## config.mk

```make
export PLATFORM = sky130hd
export DESIGN_NAME = fft_r4_ctrl
export DESIGN_NICKNAME = d
export VERILOG_FILES = /design/src/rtl/fft_r4_ctrl.sv
export SDC_FILE = /design/constraint.sdc
export NUM_CORES = 1
export LEC_CHECK = 0
export ABC_AREA = 1
export BUFFER_PORTS_ARGS = -buffer_cell sky130_fd_sc_hd__buf_2
export CORE_MARGIN = 1
export CORE_UTILIZATION = 55
export DETAILED_ROUTE_END_ITERATION = 8
export PLACE_DENSITY_LB_ADDON = 0.2
export SETUP_SLACK_MARGIN = 0.02
export SYNTH_ARGS = -nofsm -noshare
export SYNTH_HDL_FRONTEND = slang
export SYNTH_SLANG_ARGS = --single-unit
export TNS_END_PERCENT = 5
```

## constraint.sdc

```tcl
create_clock -name clk -period 3.6 [get_ports clk]
set_clock_uncertainty 0.2 [all_clocks]
set_input_delay 0.36 -clock clk [delete_from_list [all_inputs] [get_ports clk]]
set_output_delay 0.36 -clock clk [all_outputs]
set_load 0.03 [all_outputs]
```

## src/rtl/fft_r4_ctrl.sv

```systemverilog
// Radix-4 DIF FFT sequencer. One BF4 butterfly is issued per cycle over all
// stages of an N = 4^LOG4N in-place transform. Write-back addresses follow
// the reads PIPE_LAT cycles later, and the datapath is drained between stages.
// Optional issue stall: define FFT_R4_CTRL_HOLD_EN to get the hold port.
module fft_r4_ctrl #(
  parameter int LOG4N    = 3,
  parameter int AW       = 2 * LOG4N,
  parameter int PIPE_LAT = 2
) (
  input  logic          clk,
  input  logic          rst_n,
  input  logic          start,
`ifdef FFT_R4_CTRL_HOLD_EN
  input  logic          hold,
`endif
  output logic          busy,
  output logic          done,
  output logic [1:0]    stage,
  output logic          rd_en,
  output logic [AW-1:0] rd_addr0,
  output logic [AW-1:0] rd_addr1,
  output logic [AW-1:0] rd_addr2,
  output logic [AW-1:0] rd_addr3,
  output logic [AW-1:0] tw_exp,
  output logic          wr_en,
  output logic [AW-1:0] wr_addr0,
  output logic [AW-1:0] wr_addr1,
  output logic [AW-1:0] wr_addr2,
  output logic [AW-1:0] wr_addr3
);

  // The butterfly counter needs AW-2 bits; N=4 keeps a 1-bit counter stuck at 0.
  localparam int            BW     = (AW > 2) ? AW - 2 : 1;
  localparam logic [BW-1:0] B_LAST = BW'((1 << (AW - 2)) - 1);
  localparam logic [1:0]    S_LAST = 2'(LOG4N - 1);
  localparam logic [2:0]    F_LAST = 3'(PIPE_LAT - 1);

  localparam logic [1:0] ST_IDLE  = 2'd0;
  localparam logic [1:0] ST_RUN   = 2'd1;
  localparam logic [1:0] ST_FLUSH = 2'd2;
  localparam logic [1:0] ST_DONE  = 2'd3;

  logic [1:0]    state_q, state_d;
  logic [BW-1:0] b_q, b_d;
  logic [1:0]    s_q, s_d;
  logic [2:0]    fcnt_q, fcnt_d;
  logic          issue;
  logic          hold_w;

  logic [AW-1:0] rd_d [4];
  logic [AW-1:0] tw_d;

  logic          busy_q, done_q, rd_en_q;
  logic [1:0]    stage_q;
  logic [AW-1:0] rd_q [4];
  logic [AW-1:0] tw_q;
  logic [PIPE_LAT-1:0] pv_q;
  logic [AW-1:0] pa_q [PIPE_LAT][4];

`ifdef FFT_R4_CTRL_HOLD_EN
  assign hold_w = hold;
`else
  assign hold_w = 1'b0;
`endif

  // Leg m address: the 2-bit digit at position p (p = LOG4N-1-s) is the leg
  // index, the butterfly counter fills the remaining digits around it.
  function automatic logic [AW-1:0] addr_f(input logic [1:0] m, input logic [BW-1:0] b,
                                           input logic [1:0] s);
    int            p2;
    logic [AW-1:0] bx, lo;
    p2 = 2 * (LOG4N - 1 - int'(s));
    bx = AW'(b);
    lo = AW'((1 << p2) - 1);
    addr_f = ((bx >> p2) << (p2 + 2)) | (AW'(m) << p2) | (bx & lo);
  endfunction

  // Twiddle base exponent: low digits of b scaled by 4^s, wrapped mod N.
  function automatic logic [AW-1:0] tw_f(input logic [BW-1:0] b, input logic [1:0] s);
    int            p2;
    logic [AW-1:0] bx, lo;
    p2 = 2 * (LOG4N - 1 - int'(s));
    bx = AW'(b);
    lo = AW'((1 << p2) - 1);
    tw_f = (bx & lo) << (2 * int'(s));
  endfunction

  // Sequencer next state: issue per RUN cycle, fixed-length drain per stage.
  always_comb begin
    state_d = state_q;
    b_d     = b_q;
    s_d     = s_q;
    fcnt_d  = fcnt_q;
    issue   = 1'b0;
    case (state_q)
      ST_IDLE: begin
        if (start) begin
          state_d = ST_RUN;
          b_d     = '0;
          s_d     = '0;
        end
      end
      ST_RUN: begin
        if (!hold_w) begin
          issue = 1'b1;
          if (b_q == B_LAST) begin
            b_d     = '0;
            fcnt_d  = '0;
            state_d = ST_FLUSH;
          end else begin
            b_d = b_q + 1'b1;
          end
        end
      end
      ST_FLUSH: begin
        // Leaving here lets the next stage's first read land one cycle after
        // the previous stage's last write-back.
        if (fcnt_q == F_LAST) begin
          if (s_q == S_LAST) begin
            state_d = ST_DONE;
          end else begin
            state_d = ST_RUN;
            s_d     = s_q + 2'd1;
          end
        end else begin
          fcnt_d = fcnt_q + 3'd1;
        end
      end
      default: state_d = ST_IDLE;
    endcase
  end

  // Address and twiddle for the butterfly currently pointed to by b.
  always_comb begin
    for (int m = 0; m < 4; m++) rd_d[m] = addr_f(2'(m), b_q, s_q);
    tw_d = tw_f(b_q, s_q);
  end

  // FSM and counter registers.
  always_ff @(posedge clk) begin
    if (!rst_n) begin
      state_q <= ST_IDLE;
      b_q     <= '0;
      s_q     <= '0;
      fcnt_q  <= '0;
    end else begin
      state_q <= state_d;
      b_q     <= b_d;
      s_q     <= s_d;
      fcnt_q  <= fcnt_d;
    end
  end

  // Registered outputs and the fixed-latency write-back address pipeline.
  always_ff @(posedge clk) begin
    if (!rst_n) begin
      busy_q  <= 1'b0;
      done_q  <= 1'b0;
      stage_q <= '0;
      rd_en_q <= 1'b0;
      tw_q    <= '0;
      pv_q    <= '0;
      for (int m = 0; m < 4; m++) rd_q[m] <= '0;
      for (int k = 0; k < PIPE_LAT; k++)
        for (int m = 0; m < 4; m++) pa_q[k][m] <= '0;
    end else begin
      busy_q  <= (state_q == ST_RUN) || (state_q == ST_FLUSH);
      done_q  <= (state_q == ST_DONE);
      stage_q <= s_q;
      rd_en_q <= issue;
      // Under hold the addresses still track the pending butterfly.
      if (state_q == ST_RUN) begin
        for (int m = 0; m < 4; m++) rd_q[m] <= rd_d[m];
        tw_q <= tw_d;
      end
      // Shifts every cycle, hold included: the datapath latency is fixed.
      pv_q[0] <= rd_en_q;
      for (int m = 0; m < 4; m++) pa_q[0][m] <= rd_q[m];
      for (int k = 1; k < PIPE_LAT; k++) begin
        pv_q[k] <= pv_q[k-1];
        for (int m = 0; m < 4; m++) pa_q[k][m] <= pa_q[k-1][m];
      end
    end
  end

  assign busy     = busy_q;
  assign done     = done_q;
  assign stage    = stage_q;
  assign rd_en    = rd_en_q;
  assign rd_addr0 = rd_q[0];
  assign rd_addr1 = rd_q[1];
  assign rd_addr2 = rd_q[2];
  assign rd_addr3 = rd_q[3];
  assign tw_exp   = tw_q;
  assign wr_en    = pv_q[PIPE_LAT-1];
  assign wr_addr0 = pa_q[PIPE_LAT-1][0];
  assign wr_addr1 = pa_q[PIPE_LAT-1][1];
  assign wr_addr2 = pa_q[PIPE_LAT-1][2];
  assign wr_addr3 = pa_q[PIPE_LAT-1][3];

endmodule

```

==> impl_summary.txt, run 1 <==
----------------------------------------------------
[Logic synthesis]
  Yosys top cell area share ... 0.384
  Main combinational cell family by area after synthesis ... simple AND/OR/NAND/NOR gates
  Simple-gate portion of the synthesized area ... 0.197
  Warnings from Yosys ... 0
  Fraction of synthesized cell area in xor and xnor cells ... 0
  Fraction of synthesized area in multiplexers ... 0
  Register bit count reported by yosys ... 60
  Cell count after synthesis ... 298
  Synthesized area divided by synthesized cell count ... 8.40 um2
  Netlist area before placement ... around 2500 um2
  Syn nets ... 311
  Post-Synth Adder-Cell Area ... 0.0500
  Complex-gate fraction of the synthesized area ... 0.0595
  Number of distinct library cells after synthesis ... 22
  Sequential area share after synthesis ... 0.528
  Synth area leaders ... dfxtp_1, edfxtp_1, nand2_1
  Yosys top cell by area ... dfxtp_1

[Layout]
  Most common cell after layout, fill and taps aside ... nand2_1
  Area occupied by multi-input gates ... 768 um2
  Filler cells ... 360
  Share of final-layout standard cells stronger than drive strength 1 ... 0.243
  Flip-flop and latch area ... 1320 um2
  Diodes inserted ... 0
  Net count of the finished layout ... 354
  Non-filler instance count after layout ... 398
  Commonest cells after routing, fill and taps aside ... nand2_1, buf_2, inv_1
  Area Overhead vs Synth ... 15.4%

[Clock tree]
  Post-CTS clock slew at the launch and capture registers of the worst setup and hold paths ... 0.06 ns
  Hold-fix buffers, CTS ... 0
  H-tree Lvls ... 3
  Latest clock arrival within the worst-skew pair ... approximately 0.33 ns
  Post-CTS Resized ... 0
  Clock buffer count from CTS ... 9
  CTS tree ... yes
  Post-CTS Setup Inserts ... 0
  CTS Buffer Depth ... 2
  Clock root buffer ... clkbuf_8
  Clk sinks ... 60

[Timing]
  Slew at the pin with the worst max-slew slack ... 0.611 ns
  Hold violation count in the final report ... 0
  RSZ-0062 raised after global routing ... no
  Final setup violation count ... 0
  Slew Viols, Final ... 0
  Achievable frequency ... 492 MHz
  Rel. slew slack ... 0.593
  Fin Setup TNS ... 0 ns
  Final Cycle Share ... 0.565
  Tightest hold margin ... between 0.2 and 0.25 ns
  Min Clock Period, post-route ... 2.03 ns

[Placement]
  Placer Congestion ... 0.912
  # port buffers ... 62
  Post-detailed-placement half-perimeter wirelength ... 3.02 mm
  Cell count after placement ... 382

[Floorplan]
  Core Box Area ... 4350 um2
  Io pins ... 63
  Overall die height ... 69.5 um
  Die span in x ... 69.5 um
  Cell Rows ... 24
  Initial core utilization ... 0.575
  Area of the die ... between 4000 and 5000 um2

[Drt]
  Post-detailed-route wirelength per cell ... 10.5 um
  ANT nets after route ... 0
  Average via count per standard cell ... 4.75
  First-iteration detailed-routing DRC count ... approximately 60
  Length of the first detailed-routing pass in iterations ... 4
  # DRC ... 0
  Drt total wl ... 4.17 mm
  Routed via count ... between 1,500 and 2,000

[Power]
  Power Density ... 721 nW/um2
  Worst supply voltage drop on vdd ... 0.000388 V
  Reported leakage power ... 1.61 nW

[Global route]
  Antenna violations before repair ... 0
  Total Routing Usage GR ... 0.183
  Largest net degree at the start of global routing ... 38
  Via count of the first global-routing pass ... 1,634
  First-pass GRT wire length ... ~7 mm
  Remaining global-route overflow ... 0

[Setup path]
  Top fanout value on the critical path ... 37
  Required time reported for the critical path endpoint ... 3.40 ns
  Slowest-stage cell, CP ... buf_2
  Most repeated library cell on the critical path ... inv_1
  Critical path buffers and inverters ... 3
  Longest individual stage delay on the worst path ... 0.48 ns
  Arrival time reported for the critical path endpoint ... 1.83 ns
  Kind of critical path ... in2reg
  Cell count along the critical path ... 4
  Cell family with the largest share of critical-path delay ... buffers and inverters
  Sort of element at the end of the critical path ... flop
  Worst r2r path cells ... 4
  Worst path cell trace ... buf_2 > inv_1 > nor2_1 > inv_1
  Critical Path Source Type ... primary input

[Min path]
  Class of the worst hold path ... reg2reg
  Worst hold stages ... 2

[Run status]
  Result of the run ... finished, final reports clean

[Run]
  Max-cap violations ... 0

----------------------------------------------------
## cell type report
type                    instances  share of cell area
inverters                      53              0.0688
repair buffers                 62               0.107
clock inverters                 2             0.00346
flip-flops and latches         60               0.457
clock buffers                  14              0.0749
multi-input cells             155               0.266
well taps                      52              0.0225
## stage by stage
step	util	instance area, um2	setup WS, ns	power (W)
2_1_floorplan	-	2500	1.88	0.00136
3_3_place_gp	0.612	2660	1.28	0.00144
3_5_place_dp	0.612	2660	1.23	0.00145
4_1_cts	0.664	2890	1.56	0.00210
5_1_grt	0.664	2890	1.41	0.00220
6_report	0.664	2890	1.57	0.00208
## flip-flops by register name, indices dropped and copies added (netlist names)
name and count:
pa_q 24, rd_q 12, tw_exp 6, b_q 4
fcnt_q 3, pv_q 2, s_q 2, stage 2
state_q 2, busy 1, done 1, rd_en 1
## Yosys cell counts
cell type	number
o22ai_1	3
nor2_4	1
o21ai_1	3
a31oi_1	2
o21bai_1	1
nand2_1	76
and2_1	1
dfxtp_1	48
nand2_2	2
a21oi_1	10
buf_2	4
buf_4	26
inv_1	51
nand3_1	11
nand3_2	2
nor2_1	18
ha_1	10
inv_2	2
nand4_1	5
edfxtp_1	12
nor3_1	1
o21ai_0	9
## final timing paths
path / start / to / slack, ns
setup / recovery: rst_n / rd_q[3][3] / 1.57
hold / removal: pa_q[0][23] / pa_q[1][23] / 0.21
setup reg to reg: state_q[1] / rd_q[3][3] / 1.59
hold reg to reg: pa_q[0][23] / pa_q[1][23] / 0.21
## tightest hold or removal path, cell delays in order, from the launching register on
cell     delay (ns)
dfxtp_1        0.30
nand2_1        0.04
inv_1          0.04
## kinds of logic after synthesis
| group | after synthesis |
|---|---|
| adders and majority gates | 10 |
| buffers and inverters | 83 |
| DFF | 60 |
| and+or+nand+nor | 117 |
| AOI/OAI and AO/OA | 28 |
## per-layer routing
layer / part of all wire / global-route usage
met4: 0.019 / 0.0952
met2: 0.48 / 0.318
met5: 0 / 0
met1: 0.44 / 0.202
met3: 0.055 / 0.0523
## where the power goes
| part | switching, W | internal, W |
|---|---|---|
| combinational | 0.000443 | 0.000159 |
| sequential | 0.0000539 | 0.000784 |
| clock | 0.000252 | 0.000393 |
(Power assumes the default switching activity.)
==> inputs of run 2 (changes only) <==
--- a/config.mk
+++ b/config.mk
@@ -8,7 +8,7 @@
 export ABC_AREA = 1
 export BUFFER_PORTS_ARGS = -buffer_cell sky130_fd_sc_hd__buf_2
 export CORE_MARGIN = 1
-export CORE_UTILIZATION = 55
+export CORE_UTILIZATION = 47
 export DETAILED_ROUTE_END_ITERATION = 8
 export PLACE_DENSITY_LB_ADDON = 0.2
 export SETUP_SLACK_MARGIN = 0.02
==> constraint.sdc (replaced) <==
create_clock -name clk -period 1.8 [get_ports clk]
set_clock_uncertainty 0.2 [all_clocks]
set_input_delay 0.18 -clock clk [delete_from_list [all_inputs] [get_ports clk]]
set_output_delay 0.18 -clock clk [all_outputs]
set_load 0.03 [all_outputs]
==> impl_summary.txt, run 2 (synthesis gave the netlist of run 1 again) <==
----------------------------------------------------
[Run status]
  Result of the run ... finished, final reports clean (unchanged)

[Layout]
  Register with the most flip-flops ... pa_q (unchanged)
  Diodes inserted ... 0 (unchanged)
  Area Overhead vs Synth ... 17.3% (was 15.4%)
  Flip-flop count of the largest register, all copies and words added ... 24 (unchanged)
  Non-filler instance count after layout ... 424 (was 398)
  Commonest cells after routing, fill and taps aside ... nand2_1, buf_2, inv_1 (unchanged)
  Filler cells ... 493 (was 360)
  Net count of the finished layout ... 362 (was 354)
  Most common cell after layout, fill and taps aside ... nand2_1 (unchanged)
  Share of final-layout standard cells stronger than drive strength 1 ... 0.266 (was 0.243)

[Drt]
  Drt total wl ... 4.26 mm (was 4.17 mm)
  Average via count per standard cell ... 4.44 (was 4.75)
  # DRC ... 0 (unchanged)
  Post-detailed-route wirelength per cell ... 10.0 um (was 10.5 um)
  ANT nets after route ... 0 (unchanged)
  First-iteration detailed-routing DRC count ... 94 (was 59)
  Length of the first detailed-routing pass in iterations ... 4 (unchanged)
  Routed via count ... 1,884 (was 1,891)

[Timing]
  Min Clock Period, post-route ... 1.69 ns
  Fin Setup TNS ... 0 ns (unchanged)
  Hold violation count in the final report ... 0 (unchanged)
  Achievable frequency ... 593 MHz
  Tightest hold margin ... 0.0779 ns (was 0.208 ns)
  Slew at the pin with the worst max-slew slack ... 0.308 ns (was 0.611 ns)
  RSZ-0062 raised after global routing ... yes (was no)
  Final setup violation count ... 0 (unchanged)
  Final Cycle Share ... 0.937
  Rel. slew slack ... 0.793 (was 0.593)
  Slew Viols, Final ... 0 (unchanged)

[Floorplan]
  Area of the die ... 5620 um2 (was 4830 um2)
  Die span in x ... 75.0 um (was 69.5 um)
  Io pins ... 63 (unchanged)
  Overall die height ... 75.0 um (was 69.5 um)
  Core Box Area ... 5110 um2 (was 4350 um2)
  Cell Rows ... 26 (was 24)
  Initial core utilization ... 0.490 (was 0.575)

[Setup path]
  Cell count along the critical path ... 7 (was 4)
  Start of the worst register-to-register path ... state_q[1] (unchanged)
  Worst setup startpoint ... state_q[1] (was rst_n)
  Most repeated library cell on the critical path ... inv_1 (unchanged)
  Cell family with the largest share of critical-path delay ... compound AO/OA/AOI/OAI gates (was buffers and inverters)
  Worst path cell trace ... inv_1 > ha_1 > nor2_1 > o21ai_1 > nand2_1 > o21ai_0 > inv_1 (was buf_2 > inv_1 > nor2_1 > inv_1)
  Longest individual stage delay on the worst path ... 0.34 ns (was 0.48 ns)
  Worst r2r path cells ... 7 (was 4)
  Worst flop-to-flop path endpoint ... b_q[2] (was rd_q[3][3])
  Critical path buffers and inverters ... 2 (was 3)
  Critical Path Source Type ... flop (was primary input)
  Sort of element at the end of the critical path ... flop (unchanged)
  Kind of critical path ... reg2reg (was in2reg)
  Top fanout value on the critical path ... 5 (was 37)
  Arrival time reported for the critical path endpoint ... 1.71 ns (was 1.83 ns)
  Flop2flop setup slack ... 0.11 ns (was 1.59 ns)
  Slowest-stage cell, CP ... dfxtp_1 (was buf_2)
  Critical Path End ... b_q[2] (was rd_q[3][3])
  Required time reported for the critical path endpoint ... 1.83 ns (was 3.40 ns)

[Placement]
  Cell count after placement ... 407 (was 382)
  # port buffers ... 62 (unchanged)
  Placer Congestion ... 0.900 (was 0.912)
  Post-detailed-placement half-perimeter wirelength ... 3.02 mm (about the same)

[Global route]
  Antenna violations before repair ... 0 (unchanged)
  First-pass GRT wire length ... 6.84 mm (unchanged)
  Total Routing Usage GR ... 0.166 (was 0.183)
  Remaining global-route overflow ... 0 (unchanged)
  Via count of the first global-routing pass ... 1,551 (was 1,634)
  Largest net degree at the start of global routing ... 27 (was 38)

[Power]
  Power Density ... 1360 nW/um2 (was 721 nW/um2)
  Total power after layout ... 0.00401 W (was 0.00208 W)
  Reported leakage power ... 1.63 nW (was 1.61 nW)
  Worst supply voltage drop on vdd ... 0.000700 V (was 0.000388 V)

[Clock tree]
  Clock buffer count from CTS ... 9 (unchanged)
  Post-CTS clock slew at the launch and capture registers of the worst setup and hold paths ... 0.07 ns (was 0.06 ns)
  Clock root buffer ... clkbuf_8 (unchanged)
  H-tree Lvls ... 3 (unchanged)
  CTS Buffer Depth ... 2 (unchanged)
  Latest clock arrival within the worst-skew pair ... 0.33 ns (about the same)
  Post-CTS Setup Inserts ... 0 (unchanged)
  CTS tree ... yes (unchanged)
  Clk sinks ... 60 (unchanged)

[Run]
  Max-cap violations ... 0 (unchanged)

[Min path]
  Class of the worst hold path ... in2reg (was reg2reg)
  Worst hold stages ... 5 (was 2)

----------------------------------------------------
[run 2: cell count changes in the layout (fill, tap and decap cells not counted)]
cell           change
buf_4              +7
nor2_1             -1
dlygate4sd3_1      +1
inv_4              +1
clkbuf_8           +1
nand2_2            -1
ha_2               +1
clkinvlp_4         +1
nand2_4            +1
clkbuf_16          -3
inv_1              -1
inv_2              +1
nor2_2             +1
ha_1               -1
[run 2: timing repair]
| item | CTS | global route |
|---|---|---|
| gates resized for setup | 0 | 4 |
| setup endpoints to repair | 0 | 22 |
| hold endpoints to repair | 5 | 0 |
| hold buffers | 1 | 0 |
[run 2: where the power goes]
group / switching (W) / internal [W] / total (W)
Sequential: 0.0000922 / 0.00157 / 0.00166
Combinational: 0.000926 / 0.000354 / 0.00128
Clock: 0.000496 / 0.000570 / 0.00107
[run 2: layout make-up]
type	instances	area, um2	share of cell area
Timing Repair Buffer	70	373	0.127
Clock inverter	4	23.8	0.00809
Tap cell	70	87.6	0.0298
Clock buffer	12	155	0.0528
Sequential cell	60	1320	0.450
Inverter	53	199	0.0677
Multi-Input combinational cell	155	778	0.265
[run 2: worst min path at each step]
| stage | slack [ns] | end | from |
|---|---|---|---|
| 2_1_floorplan | 0.19 | pa_q[1][11] | pa_q[0][11] |
| 3_3_place_gp | 0.19 | pa_q[1][13] | pa_q[0][13] |
| 3_5_place_dp | 0.20 | pa_q[1][23] | pa_q[0][23] |
| 4_1_cts | 0.07 | b_q[1] | start |
| 5_1_grt | 0.14 | b_q[1] | start |
| 6_report | 0.08 | b_q[1] | start |
[run 2: tightest hold or removal path: cells and delay by family]
| family | cells | cell delay [ns] |
|---|---|---|
| AOI/OAI and AO/OA | 1 | 0.06 |
| buffers and inverters | 1 | 0.10 |
| and+or+nand+nor | 3 | 0.23 |
[run 2: per-stage QoR]
step                 util  setup slack (ns)  area (um2)
finish              0.575             0.113        2940
detailed placement  0.536             0.106        2740
floorplan               -            0.0811        2500
global route        0.575            0.0142        2940
CTS                 0.573            0.0767        2930
global placement    0.536             0.177        2740
[run 2: layer usage]
| metal | vias to the layer above | global-route usage | wire length (um) |
|---|---|---|---|
| li1 | 992 | - | - |
| met1 | 828 | 0.219 | 2050 |
| met2 | 62 | 0.242 | 1960 |
| met3 | 2 | 0.0683 | 236 |
| met4 | 0 | 0.0692 | 14 |
| met5 | - | 0 | 0 |
==> inputs of run 3 (changes only) <==
--- a/config.mk
+++ b/config.mk
@@ -11,7 +11,9 @@
 export CORE_UTILIZATION = 47
 export DETAILED_ROUTE_END_ITERATION = 8
 export PLACE_DENSITY_LB_ADDON = 0.2
+export RECOVER_POWER = 50
 export SETUP_SLACK_MARGIN = 0.02
+export SLEW_MARGIN = 20
 export SYNTH_ARGS = -nofsm -noshare
 export SYNTH_HDL_FRONTEND = slang
 export SYNTH_SLANG_ARGS = --single-unit
==> impl_summary.txt, run 3 (synthesis gave the netlist of run 1 again) <==
----------------------------------------------------
[Global route]
  Total Routing Usage GR ... 0.166 (unchanged)
  Via count of the first global-routing pass ... 1,551 (unchanged)
  Antenna violations before repair ... 0 (unchanged)
  Remaining global-route overflow ... 0 (unchanged)
  Largest net degree at the start of global routing ... 27 (unchanged)
  First-pass GRT wire length ... 6.84 mm (unchanged)

[Setup path]
  Most repeated library cell on the critical path ... inv_1 (unchanged)
  Worst path cell trace ... inv_1 > ha_1 > nor2_1 > o21ai_1 > nand2_1 > o21ai_0 > inv_1 (unchanged)
  Kind of critical path ... reg2reg (unchanged)
  Worst flop-to-flop path endpoint ... b_q[2] (unchanged)
  Top fanout value on the critical path ... 5 (unchanged)
  Critical Path Source Type ... flop (unchanged)
  Sort of element at the end of the critical path ... flop (unchanged)
  Longest individual stage delay on the worst path ... 0.34 ns (about the same)
  Start of the worst register-to-register path ... state_q[1] (unchanged)
  Slowest-stage cell, CP ... dfxtp_1 (unchanged)
  Required time reported for the critical path endpoint ... 1.83 ns (about the same)
  Worst r2r path cells ... 7 (unchanged)
  Arrival time reported for the critical path endpoint ... 1.71 ns (about the same)
  Flop2flop setup slack ... 0.11 ns (about the same)

[Floorplan]
  Area of the die ... 5620 um2 (unchanged)
  Die span in x ... 75.0 um (unchanged)
  Overall die height ... 75.0 um (unchanged)
  Io pins ... 63 (unchanged)
  Initial core utilization ... 0.490 (unchanged)
  Core Box Area ... 5110 um2 (unchanged)
  Cell Rows ... 26 (unchanged)

[Drt]
  First-iteration detailed-routing DRC count ... 91 (was 94)
  Drt total wl ... 4.31 mm (was 4.26 mm)
  Length of the first detailed-routing pass in iterations ... 4 (unchanged)
  ANT nets after route ... 0 (unchanged)
  Highest metal layer with signal wires ... met4 (unchanged)
  Routed length on met2 ... 1.94 mm (was 1.96 mm)
  # DRC ... 0 (unchanged)
  Wl on met1 ... 2.08 mm (was 2.05 mm)
  Routed via count ... 1,870 (was 1,884)
  Average via count per standard cell ... 4.41 (was 4.44)
  WL met3 ... 267 um (was 236 um)
  Post-detailed-route wirelength per cell ... 10.2 um (was 10.0 um)

[Timing]
  Achievable frequency ... 593 MHz (about the same)
  Tightest hold margin ... 0.0781 ns (was 0.0779 ns)
  Min Clock Period, post-route ... 1.69 ns (about the same)
  Hold violation count in the final report ... 0 (unchanged)
  Final Cycle Share ... 0.937 (about the same)
  Final setup violation count ... 0 (unchanged)
  Slew at the pin with the worst max-slew slack ... 0.463 ns (was 0.308 ns)
  Rel. slew slack ... 0.692 (was 0.793)
  RSZ-0062 raised after global routing ... yes (unchanged)
  Fin Setup TNS ... 0 ns (unchanged)
  Slew Viols, Final ... 0 (unchanged)

[Power]
  Internal power consumption ... 0.00244 W (was 0.00249 W)
  Switching Fraction ... 0.383 (was 0.378)
  Share of power burned in the clock network ... 0.269 (was 0.266)
  Power Density ... 1390 nW/um2 (was 1360 nW/um2)
  Reported leakage power ... 1.39 nW (was 1.63 nW)
  Sequential fraction of design power ... 0.420 (was 0.414)
  Fraction of power consumed by combinational cells ... 0.311 (was 0.320)
  Worst supply voltage drop on vdd ... 0.000700 V (about the same)
  Power spent charging and discharging nets ... 0.00152 W (was 0.00151 W)

[Clock tree]
  Post-CTS Setup Inserts ... 0 (unchanged)
  Post-CTS clock slew at the launch and capture registers of the worst setup and hold paths ... 0.07 ns (about the same)
  Clock buffer count from CTS ... 9 (unchanged)
  Clock root buffer ... clkbuf_8 (unchanged)
  CTS Buffer Depth ... 2 (unchanged)
  CTS tree ... yes (unchanged)
  Latest clock arrival within the worst-skew pair ... 0.33 ns (about the same)
  Clk sinks ... 60 (unchanged)
  H-tree Lvls ... 3 (unchanged)

[Run]
  Max-cap violations ... 0 (unchanged)

[Layout]
  Area Overhead vs Synth ... 14.2% (was 17.3%)
  Final core utilization ... 0.560 (was 0.575)
  Net count of the finished layout ... 362 (unchanged)
  Diodes inserted ... 0 (unchanged)
  Non-filler instance count after layout ... 424 (unchanged)
  Commonest cells after routing, fill and taps aside ... nand2_1, clkbuf_1, inv_1 (was nand2_1, buf_2, inv_1)
  Flip-flop count of the largest register, all copies and words added ... 24 (unchanged)
  Most common cell after layout, fill and taps aside ... nand2_1 (unchanged)
  Share of final-layout standard cells stronger than drive strength 1 ... 0.0960 (was 0.266)
  Register with the most flip-flops ... pa_q (unchanged)

[Min path]
  Capture endpoint of the worst hold path ... b_q[1] (unchanged)
  Class of the worst hold path ... in2reg (unchanged)
  Beginning of the worst hold path ... start (unchanged)
  Worst hold stages ... 5 (unchanged)

[Placement]
  # port buffers ... 62 (unchanged)
  Cell count after placement ... 407 (unchanged)
  Placer Congestion ... 0.900 (unchanged)
  Post-detailed-placement half-perimeter wirelength ... 3.02 mm (unchanged)

[Run status]
  Result of the run ... finished, final reports clean (unchanged)

----------------------------------------------------
run 3: changes by cell type in the layout (fill, tap and decap cells not counted), sizes merged:
cell,change
clkbuf,+61
buf,-61
run 3: worst max-delay path by stage:
stage,from,endpoint,slack (ns)
after floorplan,s_q[0],rd_q[3][2],0.08
after global placement,state_q[1],rd_q[2][2],0.18
after detailed placement,state_q[1],rd_q[3][3],0.11
after CTS,state_q[1],rd_q[3][3],0.08
after global routing,state_q[1],b_q[2],0.01
final,state_q[1],b_q[2],0.11
run 3: area by class of cell:
class | instances | area (um2)
clock buffers | 12 | 155
clock inverters | 4 | 23.8
fillers | 526 | 2250
inverters | 53 | 199
multi-input cells | 155 | 778
flip-flops and latches | 60 | 1320
well taps | 70 | 87.6
repair buffers | 70 | 295
run 3: what timing repair did:
action / in CTS / in global routing
hold buffers: 1 / 0
resized for setup: 0 / 4
endpoints found under the hold margin: 5 / 0
endpoints found under the setup margin: 0 / 22
run 3: power groups by stage:
stage	Sequential, W	Clock, W	Combinational (W)
2_1_floorplan	0.00189	0	0.000827
3_3_place_gp	0.00169	0	0.00124
3_5_place_dp	0.00169	0	0.00125
4_1_cts	0.00166	0.00111	0.00126
5_1_grt	0.00169	0.00118	0.00137
6_report	0.00167	0.00107	0.00123
run 3: worst max-delay path: cells and delay by family, from the launching register on:
kind                     cells  cell delay, ns
AND/OR/NAND/NOR              2            0.19
adder cells (fa/ha/maj)      1            0.32
flip-flops                   1            0.34
buffers and inverters        2            0.16
AO/OA/AOI/OAI                2            0.38
run 3: metrics by stage:
step	area, um2	total power, W	worst slack, ns
after floorplan	2500	0.00271	0.0811
after detailed placement	2740	0.00294	0.106
after global placement	2740	0.00293	0.177
after CTS	2930	0.00404	0.0767
after global routing	2860	0.00424	0.0142
final	2860	0.00396	0.113
run 3: routing by layer:
| layer | up-vias | track usage |
|---|---|---|
| met5 | - | 0 |
| met4 | 0 | 0.0692 |
| met3 | 2 | 0.0683 |
| met2 | 60 | 0.242 |
| met1 | 816 | 0.219 |
| li1 | 992 | - |
